**config.mk**
```make
export PLATFORM = sky130hd
export DESIGN_NAME = load_store_unit
export DESIGN_NICKNAME = d
export VERILOG_FILES = /design/src/rtl/load_store_unit.sv
export SDC_FILE = /design/constraint.sdc
export NUM_CORES = 1
export LEC_CHECK = 0
export BUFFER_PORTS_ARGS = -buffer_cell sky130_fd_sc_hd__buf_2
export CORE_ASPECT_RATIO = 1.1
export CORE_UTILIZATION = 31
export DETAILED_ROUTE_END_ITERATION = 8
export PLACE_DENSITY = 0.62
export SLEW_MARGIN = 20
export SYNTH_ARGS = -nofsm -noshare
export SYNTH_HDL_FRONTEND = slang
export SYNTH_SLANG_ARGS = --single-unit
```
**constraint.sdc**
```tcl
create_clock -name clk -period 12.78 [get_ports clk]
set_clock_uncertainty 0.2 [all_clocks]
set_input_delay 0.639 -clock clk [delete_from_list [all_inputs] [get_ports clk]]
set_output_delay 0.639 -clock clk [all_outputs]
set_load 0.02 [all_outputs]
```
**src/rtl/load_store_unit.sv**
```systemverilog
`default_nettype none
// ============================================================================
// Module   : load_store_unit
// Purpose  : Byte/half/word load-store unit in front of a word-wide data
//            memory with combinational read and rising-edge write.
// Config   : MISALIGNED_SPLIT_EN - serve misaligned accesses (split across
//            two words when needed) instead of rejecting them.
// Revision : 1.0 - initial release
// ============================================================================
module load_store_unit #(
    parameter int ADDR_W = 32
) (
    input  logic              clk,
    input  logic              rst_n,
    input  logic              req_valid,
    output logic              req_ready,
    input  logic              req_we,
    input  logic [1:0]        req_size,
    input  logic              req_unsigned,
    input  logic [ADDR_W-1:0] req_addr,
    input  logic [31:0]       req_wdata,
    output logic              rsp_valid,
    output logic [31:0]       rsp_rdata,
    output logic              rsp_error,
    output logic [ADDR_W-1:0] mem_idx,
    output logic [31:0]       mem_write_data,
    output logic              mem_write_enable,
    input  logic [31:0]       mem_read_data
);

    localparam logic [1:0] c_IDLE = 2'd0;
    localparam logic [1:0] c_ACC0 = 2'd1;
    localparam logic [1:0] c_ACC1 = 2'd2;
    localparam logic [1:0] c_RESP = 2'd3;

    localparam logic [1:0] c_SZ_BYTE = 2'b00;
    localparam logic [1:0] c_SZ_HALF = 2'b01;
    localparam logic [1:0] c_SZ_WORD = 2'b10;

    logic [1:0]        r_state;
    logic              r_we;
    logic [1:0]        r_size;
    logic              r_unsigned;
    logic [ADDR_W-1:0] r_addr;
    logic [31:0]       r_wdata;
    logic [31:0]       r_gather;
    logic              r_rsp_valid;
    logic [31:0]       r_rsp_rdata;
    logic              r_rsp_error;

    logic [1:0]        w_req_size;
    logic              w_in_acc;
    logic              w_word_sel;
    logic              w_last_acc;
    logic [ADDR_W-1:0] w_base;
    logic [2:0]        w_nbytes;
    logic [3:0][2:0]   w_k;
    logic [3:0]        w_lane_hit;
    logic [3:0][7:0]   w_rd_b;
    logic [3:0][7:0]   w_wdata_b;
    logic [3:0][7:0]   w_merged;
    logic [3:0][7:0]   w_gather;
    logic [31:0]       w_ext;

    // Size code 11 behaves exactly like a word access from here on.
    assign w_req_size = (req_size == 2'b11) ? c_SZ_WORD : req_size;

`ifdef MISALIGNED_SPLIT_EN
    logic r_cross;
    logic w_cross;

    assign w_cross = ((w_req_size == c_SZ_HALF) && (req_addr[1:0] == 2'd3)) ||
                     ((w_req_size == c_SZ_WORD) && (req_addr[1:0] != 2'd0));
    assign w_last_acc = (r_state == c_ACC1) || !r_cross;
`else
    logic w_misaligned;

    assign w_misaligned = ((w_req_size == c_SZ_HALF) && req_addr[0]) ||
                          ((w_req_size == c_SZ_WORD) && (req_addr[1:0] != 2'd0));
    assign w_last_acc = 1'b1;
`endif

    assign w_in_acc   = (r_state == c_ACC0) || (r_state == c_ACC1);
    assign w_word_sel = (r_state == c_ACC1);
    assign w_base     = {r_addr[ADDR_W-1:2], 2'b00} +
                        (w_word_sel ? ADDR_W'(4) : ADDR_W'(0));

    always_comb begin
        case (r_size)
            c_SZ_BYTE: w_nbytes = 3'd1;
            c_SZ_HALF: w_nbytes = 3'd2;
            default:   w_nbytes = 3'd4;
        endcase
    end

    // Memory lane l carries access byte k = l + 4*word - offset (mod 8).
    // Out-of-range k wraps to 4..7 and is rejected by the k < nbytes test.
    always_comb begin
        w_rd_b    = mem_read_data;
        w_wdata_b = r_wdata;
        w_merged  = mem_read_data;
        w_gather  = r_gather;
        w_k       = '0;
        w_lane_hit = '0;
        for (int l = 0; l < 4; l++) begin
            w_k[l]        = 3'(l) + {w_word_sel, 2'b00} - {1'b0, r_addr[1:0]};
            w_lane_hit[l] = (w_k[l] < w_nbytes);
            if (w_lane_hit[l]) begin
                w_merged[l]              = w_wdata_b[w_k[l][1:0]];
                w_gather[w_k[l][1:0]]    = w_rd_b[l];
            end
        end
    end

    always_comb begin
        case (r_size)
            c_SZ_BYTE: w_ext = {{24{~r_unsigned & w_gather[0][7]}}, w_gather[0]};
            c_SZ_HALF: w_ext = {{16{~r_unsigned & w_gather[1][7]}}, w_gather[1], w_gather[0]};
            default:   w_ext = w_gather;
        endcase
    end

    assign req_ready        = (r_state == c_IDLE);
    assign mem_write_enable = w_in_acc & r_we;
    assign mem_idx          = w_in_acc ? w_base : '0;
    assign mem_write_data   = (w_in_acc & r_we) ? w_merged : '0;
    assign rsp_valid        = r_rsp_valid;
    assign rsp_rdata        = r_rsp_rdata;
    assign rsp_error        = r_rsp_error;

    always_ff @(posedge clk or negedge rst_n) begin
        if (!rst_n) begin
            r_state     <= c_IDLE;
            r_we        <= 1'b0;
            r_size      <= c_SZ_BYTE;
            r_unsigned  <= 1'b0;
            r_addr      <= '0;
            r_wdata     <= '0;
            r_gather    <= '0;
            r_rsp_valid <= 1'b0;
            r_rsp_rdata <= '0;
            r_rsp_error <= 1'b0;
`ifdef MISALIGNED_SPLIT_EN
            r_cross     <= 1'b0;
`endif
        end else begin
            case (r_state)
                c_IDLE: begin
                    if (req_valid) begin
                        r_we       <= req_we;
                        r_size     <= w_req_size;
                        r_unsigned <= req_unsigned;
                        r_addr     <= req_addr;
                        r_wdata    <= req_wdata;
                        r_gather   <= '0;
`ifdef MISALIGNED_SPLIT_EN
                        r_cross    <= w_cross;
                        r_state    <= c_ACC0;
`else
                        if (w_misaligned) begin
                            r_state     <= c_RESP;
                            r_rsp_valid <= 1'b1;
                            r_rsp_error <= 1'b1;
                            r_rsp_rdata <= '0;
                        end else begin
                            r_state <= c_ACC0;
                        end
`endif
                    end
                end
                c_ACC0, c_ACC1: begin
                    if (w_last_acc) begin
                        r_state     <= c_RESP;
                        r_rsp_valid <= 1'b1;
                        r_rsp_error <= 1'b0;
                        r_rsp_rdata <= r_we ? 32'd0 : w_ext;
                    end else begin
                        // Low-word bytes are kept until the second word arrives.
                        r_gather <= w_gather;
                        r_state  <= c_ACC1;
                    end
                end
                c_RESP: begin
                    r_state     <= c_IDLE;
                    r_rsp_valid <= 1'b0;
                    r_rsp_error <= 1'b0;
                end
                default: r_state <= c_IDLE;
            endcase
        end
    end

endmodule
`default_nettype wire

```
# Word-level counts from Yosys, hierarchy flattened
# Cells that the tools add are included.
# classes
n_mux	44
addsub	8
order_cmp	12
eq_ne	9
bitwise_logic	5
reduce_logical	17
# ops
cell	n
32-bit two-way mux	9
32-bit case mux with 2 select lines	2
32-bit bitwise mux	3
8-bit two-way mux	12
8-bit binary-select mux with 2-bit select	4
8-bit demux with 2-bit select	4
32-bit by 3-bit adder with 32-bit output	1
32-bit bitwise AND	1
2-bit by 3-bit less-than comparator with 1-bit output (second input constant)	4
3-bit less-than comparator	4
3-bit by 2-bit subtractor with 3-bit output	4
2-bit == test (second input constant)	4
2-bit by 1-bit >= comparator with 1-bit output (second input constant)	4
2-bit by 3-bit adder with 3-bit output (first input constant)	2
2-bit by 1-bit == test with 1-bit output (second input constant)	3
1-bit logical AND	6
2-bit two-way mux	3
2-bit case mux with 3 select lines	1
3-bit case mux with 2 select lines	1
2-bit logical NOT	2
2-bit AND reduction	2
2-bit nonzero test	2
1-bit by 3-bit adder with 3-bit output (first input constant)	1
1-bit bitwise AND	3
11 further kinds	13
# totals
input_bits	103
register_bits	104
word_cells	104
output_inout_bits	100

# Depth between registers and ports, before layout
# logic_depth
ltp_word	18
ltp_mapped	18
depth_no_buf	11

# Least setup slack after synthesis
# No wires, ideal clock.
# synth_timing
path_kind	reg-to-output
start	register r_addr[0]
end	output mem_write_data[16]
setup_slack_ns	7.999
n_path_buf	6
stages_incl_launch_ff	15
t_arrival_ns	3.942
t_required_ns	11.941
path_cell_list	dfrtp_1 buf_4 buf_1 clkbuf_1 inv_1 ha_1 clkbuf_1 clkbuf_1 inv_1 ha_1 or4_4 a21oi_4 buf_2 o211ai_1 a21oi_1
# synth_via
elab_chain_len	5
word_cells_on_any_way	6
classes_between	1 x add/sub; 1 x order compare; 4 x mux
# synth_lines
item	line	rtl
from (decl)	44	logic [ADDR_W-1:0] r_addr;
from (signal assigned)	153	r_addr <= req_addr;
3-bit by 2-bit subtractor with 3-bit output (*)	106	w_k[l] = 3'(l) + {w_word_sel, 2'b00} - {1'b0, r_addr[1:0]};
8-bit binary-select mux with 2-bit select	109	w_merged[l] = w_wdata_b[w_k[l][1:0]];
8-bit two-way mux (not written as such)	109	
8-bit two-way mux (*)	108	if (w_lane_hit[l]) begin
32-bit two-way mux (*)	126	assign mem_write_data = (w_in_acc & r_we) ? w_merged : '0;
to (decl)	26	output logic [31:0] mem_write_data,
# Every way passes the cells marked *; elsewhere a longest branch is shown, timed or not. The select of a mux whose other input is x is not followed.

# Final worst setup path
# layout_timing
start	register r_addr[0]
end	register r_rsp_rdata[16] (netlist: rsp_rdata[16])
# layout_via
elab_chain_len	17
word_cells_on_any_way	41
classes_between	4 x add/sub; 12 x order compare; 18 x mux; 3 x bitwise; 4 x reduce/logical
# layout_lines
item	line	rtl
3-bit by 2-bit subtractor with 3-bit output	106	
2-bit by 3-bit less-than comparator with 1-bit output (not written as such) or 2-bit by 1-bit >= comparator with 1-bit output (tied branches)	110	w_gather[w_k[l][1:0]] = w_rd_b[l];
1-bit logical AND (not written as such)	110	
8-bit two-way mux (not written as such)	110	
8-bit demux with 2-bit select	110	
32-bit bitwise AND (no line)	-	
32-bit two-way mux	108	
32-bit bitwise mux	110	
32-bit two-way mux	108	
32-bit bitwise mux	110	
32-bit two-way mux	108	
32-bit bitwise mux	110	
32-bit two-way mux (*)	108	
1-bit bitwise AND, on equally long branches	118, 117	
32-bit case mux with 2 select lines (*)	116	case (r_size)
32-bit two-way mux (*)	176	r_rsp_rdata <= r_we ? 32'd0 : w_ext;
32-bit case mux with 2 select lines (*)	147	case (r_state)
to (signal assigned)	176	
to (decl)	48	logic [31:0] r_rsp_rdata;
# Every way passes the cells marked *; elsewhere a longest branch is shown, timed or not.
# A chain may end at the register's enable or synchronous reset.

==> impl_metrics.json <==
{
  "synth_top_cell_by_area": "dfrtp_1",
  "clock_power_share": 0.105,
  "rows": 58,
  "powerDensity_nw_per_um2": 319,
  "critPathKind": "reg -> reg",
  "setup_viol": 0,
  "cts_hold_buf": 0,
  "clock_latency_ns": 0.36,
  "io_buffers": 200,
  "multi_input_area_um2": 4390,
  "post_cts_resized": 0,
  "dieHeight_um": 163,
  "maxCapViolCount": 0,
  "drt_iter0_markers": 448,
  "startpoint_type": "register",
  "yosys_most_used_dff": "dfrtp_1",
  "via_per_inst": 5.32,
  "top_layer_used": "met5",
  "gp_congestion": 0.926,
  "met3_length_mm": 2.16,
  "cts_buffers": 9,
  "grt_pass1_vias": 6333,
  "fmax_ghz": 0.192,
  "path_clk_slew_ns": 0.08,
  "nNetsFinal": 1056,
  "hold_violations": 0,
  "worst_slew_pin_slew_ns": 1.02,
  "grt_remaining_overflow": 0,
  "wl_met2_mm": 10.6,
  "ys_seq_elements": 104,
  "netlist.area_leader.share": 0.357,
  "cts-root-to-sink-buffers": 2,
  "tns_ns": 0,
  "cts.htree.levels": 3,
  "fin_crit_sh": 0.408,
  "ir_worst_vdd_v": 0.000104,
  "cp_max_fo": 41,
  "arrival_ns": 5.20,
  "switching_power_w": 0.00144,
  "rr_startpoint": "r_addr[0]",
  "grt_pass1_wl_mm": 35.3,
  "yosysSeqAreaShare": 0.357,
  "post-dp-hpwl_mm": 17.7,
  "die_x_um": 148,
  "yosysUniqueCellTypes": 62,
  "syn_to_final_growth_pct": 20.6,
  "placed_cells": 1224,
  "ant_nets": 0,
  "synth.cell_area_um2": 7290,
  "clock-sinks": 104,
  "finalPower_w": 0.00280,
  "reg2reg_depth": 11,
  "fillers": 2351,
  "fin_util": 0.383,
  "yosysWarnings": 0,
  "slew_viol_final": 0,
  "synth-edff-count": 0,
  "routed_wirelength_mm": 23.0,
  "rr_endpoint": "rsp_rdata[16]",
  "grt.total_usage": 0.190,
  "outcome": "complete, no violations",
  "start_util": 0.318,
  "core_um2": 22900,
  "die_area_um2": 24100,
  "switching_share": 0.514,
  "dpl-instance-area_um2": 8470,
  "synth_cells": 770,
  "comb_power_share": 0.666,
  "wl_per_cell_um": 18.5,
  "drive_gt1_frac": 0.359,
  "async_flop_share": 1.00,
  "finalInstanceArea_um2": 8790,
  "hp-class": "in -> async",
  "worst_setup_path_end_kind": "register",
  "p_int_w": 0.00136,
  "critical_path_required_ns": 12.77,
  "most-common-layout-cells": "buf_2 (199), dfrtp_1 (103), nand2_1 (94), mux2_2 (83), a21oi_1 (43)",
  "synthTopCellsByArea": "dfrtp_1 (36%), mux2_2 (13%), nand2_1 (4.9%)",
  "instances_no_fill": 1244,
  "p_leak_nw": 4.15,
  "reg2reg_slack_ns": 7.57,
  "power_frac_seq": 0.228,
  "io_pins": 203,
  "final_common_cell": "buf_2",
  "root_buffer": "clkbuf_16",
  "period_minus_slack_ns": 5.21,
  "grt_start_max_net_pins": 72,
  "drc": 0,
  "syn_avg_cell_area_um2": 9.46,
  "register_area_um2": 2600,
  "rsz0062_at_grt": "no",
  "slew_headroom": 0.320,
  "cts_tree": "done",
  "first_pass_iters": 5,
  "post_cts_buffers": 0,
  "wl_met1_mm": 9.53,
  "antenna_found_initial": 8,
  "vias": 6613
}
-- cell type report --
| type | instances | share of cell area |
|---|---|---|
| Clock buffer | 9 | 0.0256 |
| Antenna cell | 4 | 0.00114 |
| Multi-Input combinational cell | 598 | 0.499 |
| Sequential cell | 104 | 0.296 |
| Clock inverter | 7 | 0.00982 |
| Tap cell | 300 | 0.0427 |
| Inverter | 18 | 0.00769 |
| Timing Repair Buffer | 204 | 0.118 |
-- critical path: stages (launching register included) --
cell       delay, ns
dfrtp_2         0.96
inv_1           0.23
ha_1            0.90
inv_1           0.10
ha_1            0.22
or4_4           0.45
a21oi_4         0.37
nand2_2         0.20
o31ai_4         0.31
a2111oi_4       0.09
o31ai_4         0.83
a21oi_1         0.16
-- how the worst max path moves through the flow --
stage / depth (start not counted) / endpoint / startpoint / slack [ns]
global route: 11 / rsp_rdata[16] / r_addr[0] / 7.15
floorplan: 14 / mem_write_data[16] / r_addr[0] / 8.00
CTS: 11 / rsp_rdata[16] / r_addr[0] / 7.57
global placement: 11 / rsp_rdata[30] / r_addr[0] / 7.69
finish: 11 / rsp_rdata[16] / r_addr[0] / 7.57
detailed placement: 11 / rsp_rdata[16] / r_addr[0] / 7.55
-- power groups by stage --
stage	Clock (W)	Combinational, W	Sequential [W]
after floorplan	0	0.00141	0.000604
after global placement	0	0.00183	0.000637
after detailed placement	0	0.00185	0.000645
after CTS	0.000305	0.00186	0.000638
after global routing	0.000316	0.00204	0.000661
final	0.000295	0.00187	0.000639
-- Yosys cell counts (8+ instances only) --
master,instances
nor2_1,40
clkbuf_1,24
ha_1,18
a21oi_1,43
o211ai_1,17
a221o_1,23
and2_1,25
and3_1,9
xnor2_1,16
a211o_1,18
mux2_2,83
dfrtp_1,104
nand2_1,96
inv_1,18
xor2_1,9
o21ai_0,40
a221oi_1,16
buf_2,8
a21oi_2,12
mux2i_1,33
buf_1,12
nand3_1,22
-- through the flow --
step | hold slack [ns] | worst slack, ns
final | 0.0298 | 7.57
after global routing | 0.0531 | 7.15
after CTS | 0.0385 | 7.57
after detailed placement | 0.282 | 7.55
after global placement | 0.275 | 7.69
after floorplan | 0.143 | 8.00
-- per-layer routing --
metal,GRT usage,vias up
met5,0,-
met4,0.0717,8
met3,0.0608,55
met2,0.300,289
met1,0.242,3121
li1,-,3140
-- cell families (layout without fill, tap and decap cells) --
logic type,Yosys count,count (layout),share of synthesized area
adders and majority gates,18,18,0.0309
AOI/OAI and AO/OA,204,204,0.210
and+or+nand+nor,232,232,0.153
xor gates and xnor gates,26,26,0.0323
other,1,6,0.000515
muxes,116,116,0.174
DFF,104,104,0.357
buffers and inverters,69,238,0.0426
-- registers in the layout, indices dropped and copies added (netlist names) --
name / cells
r_addr: 32
r_wdata: 32
rsp_rdata: 32
r_size: 2
r_state: 2
r_unsigned: 1
r_we: 1
rsp_error: 1
rsp_valid: 1
Power figures use the tool's default switching activity.
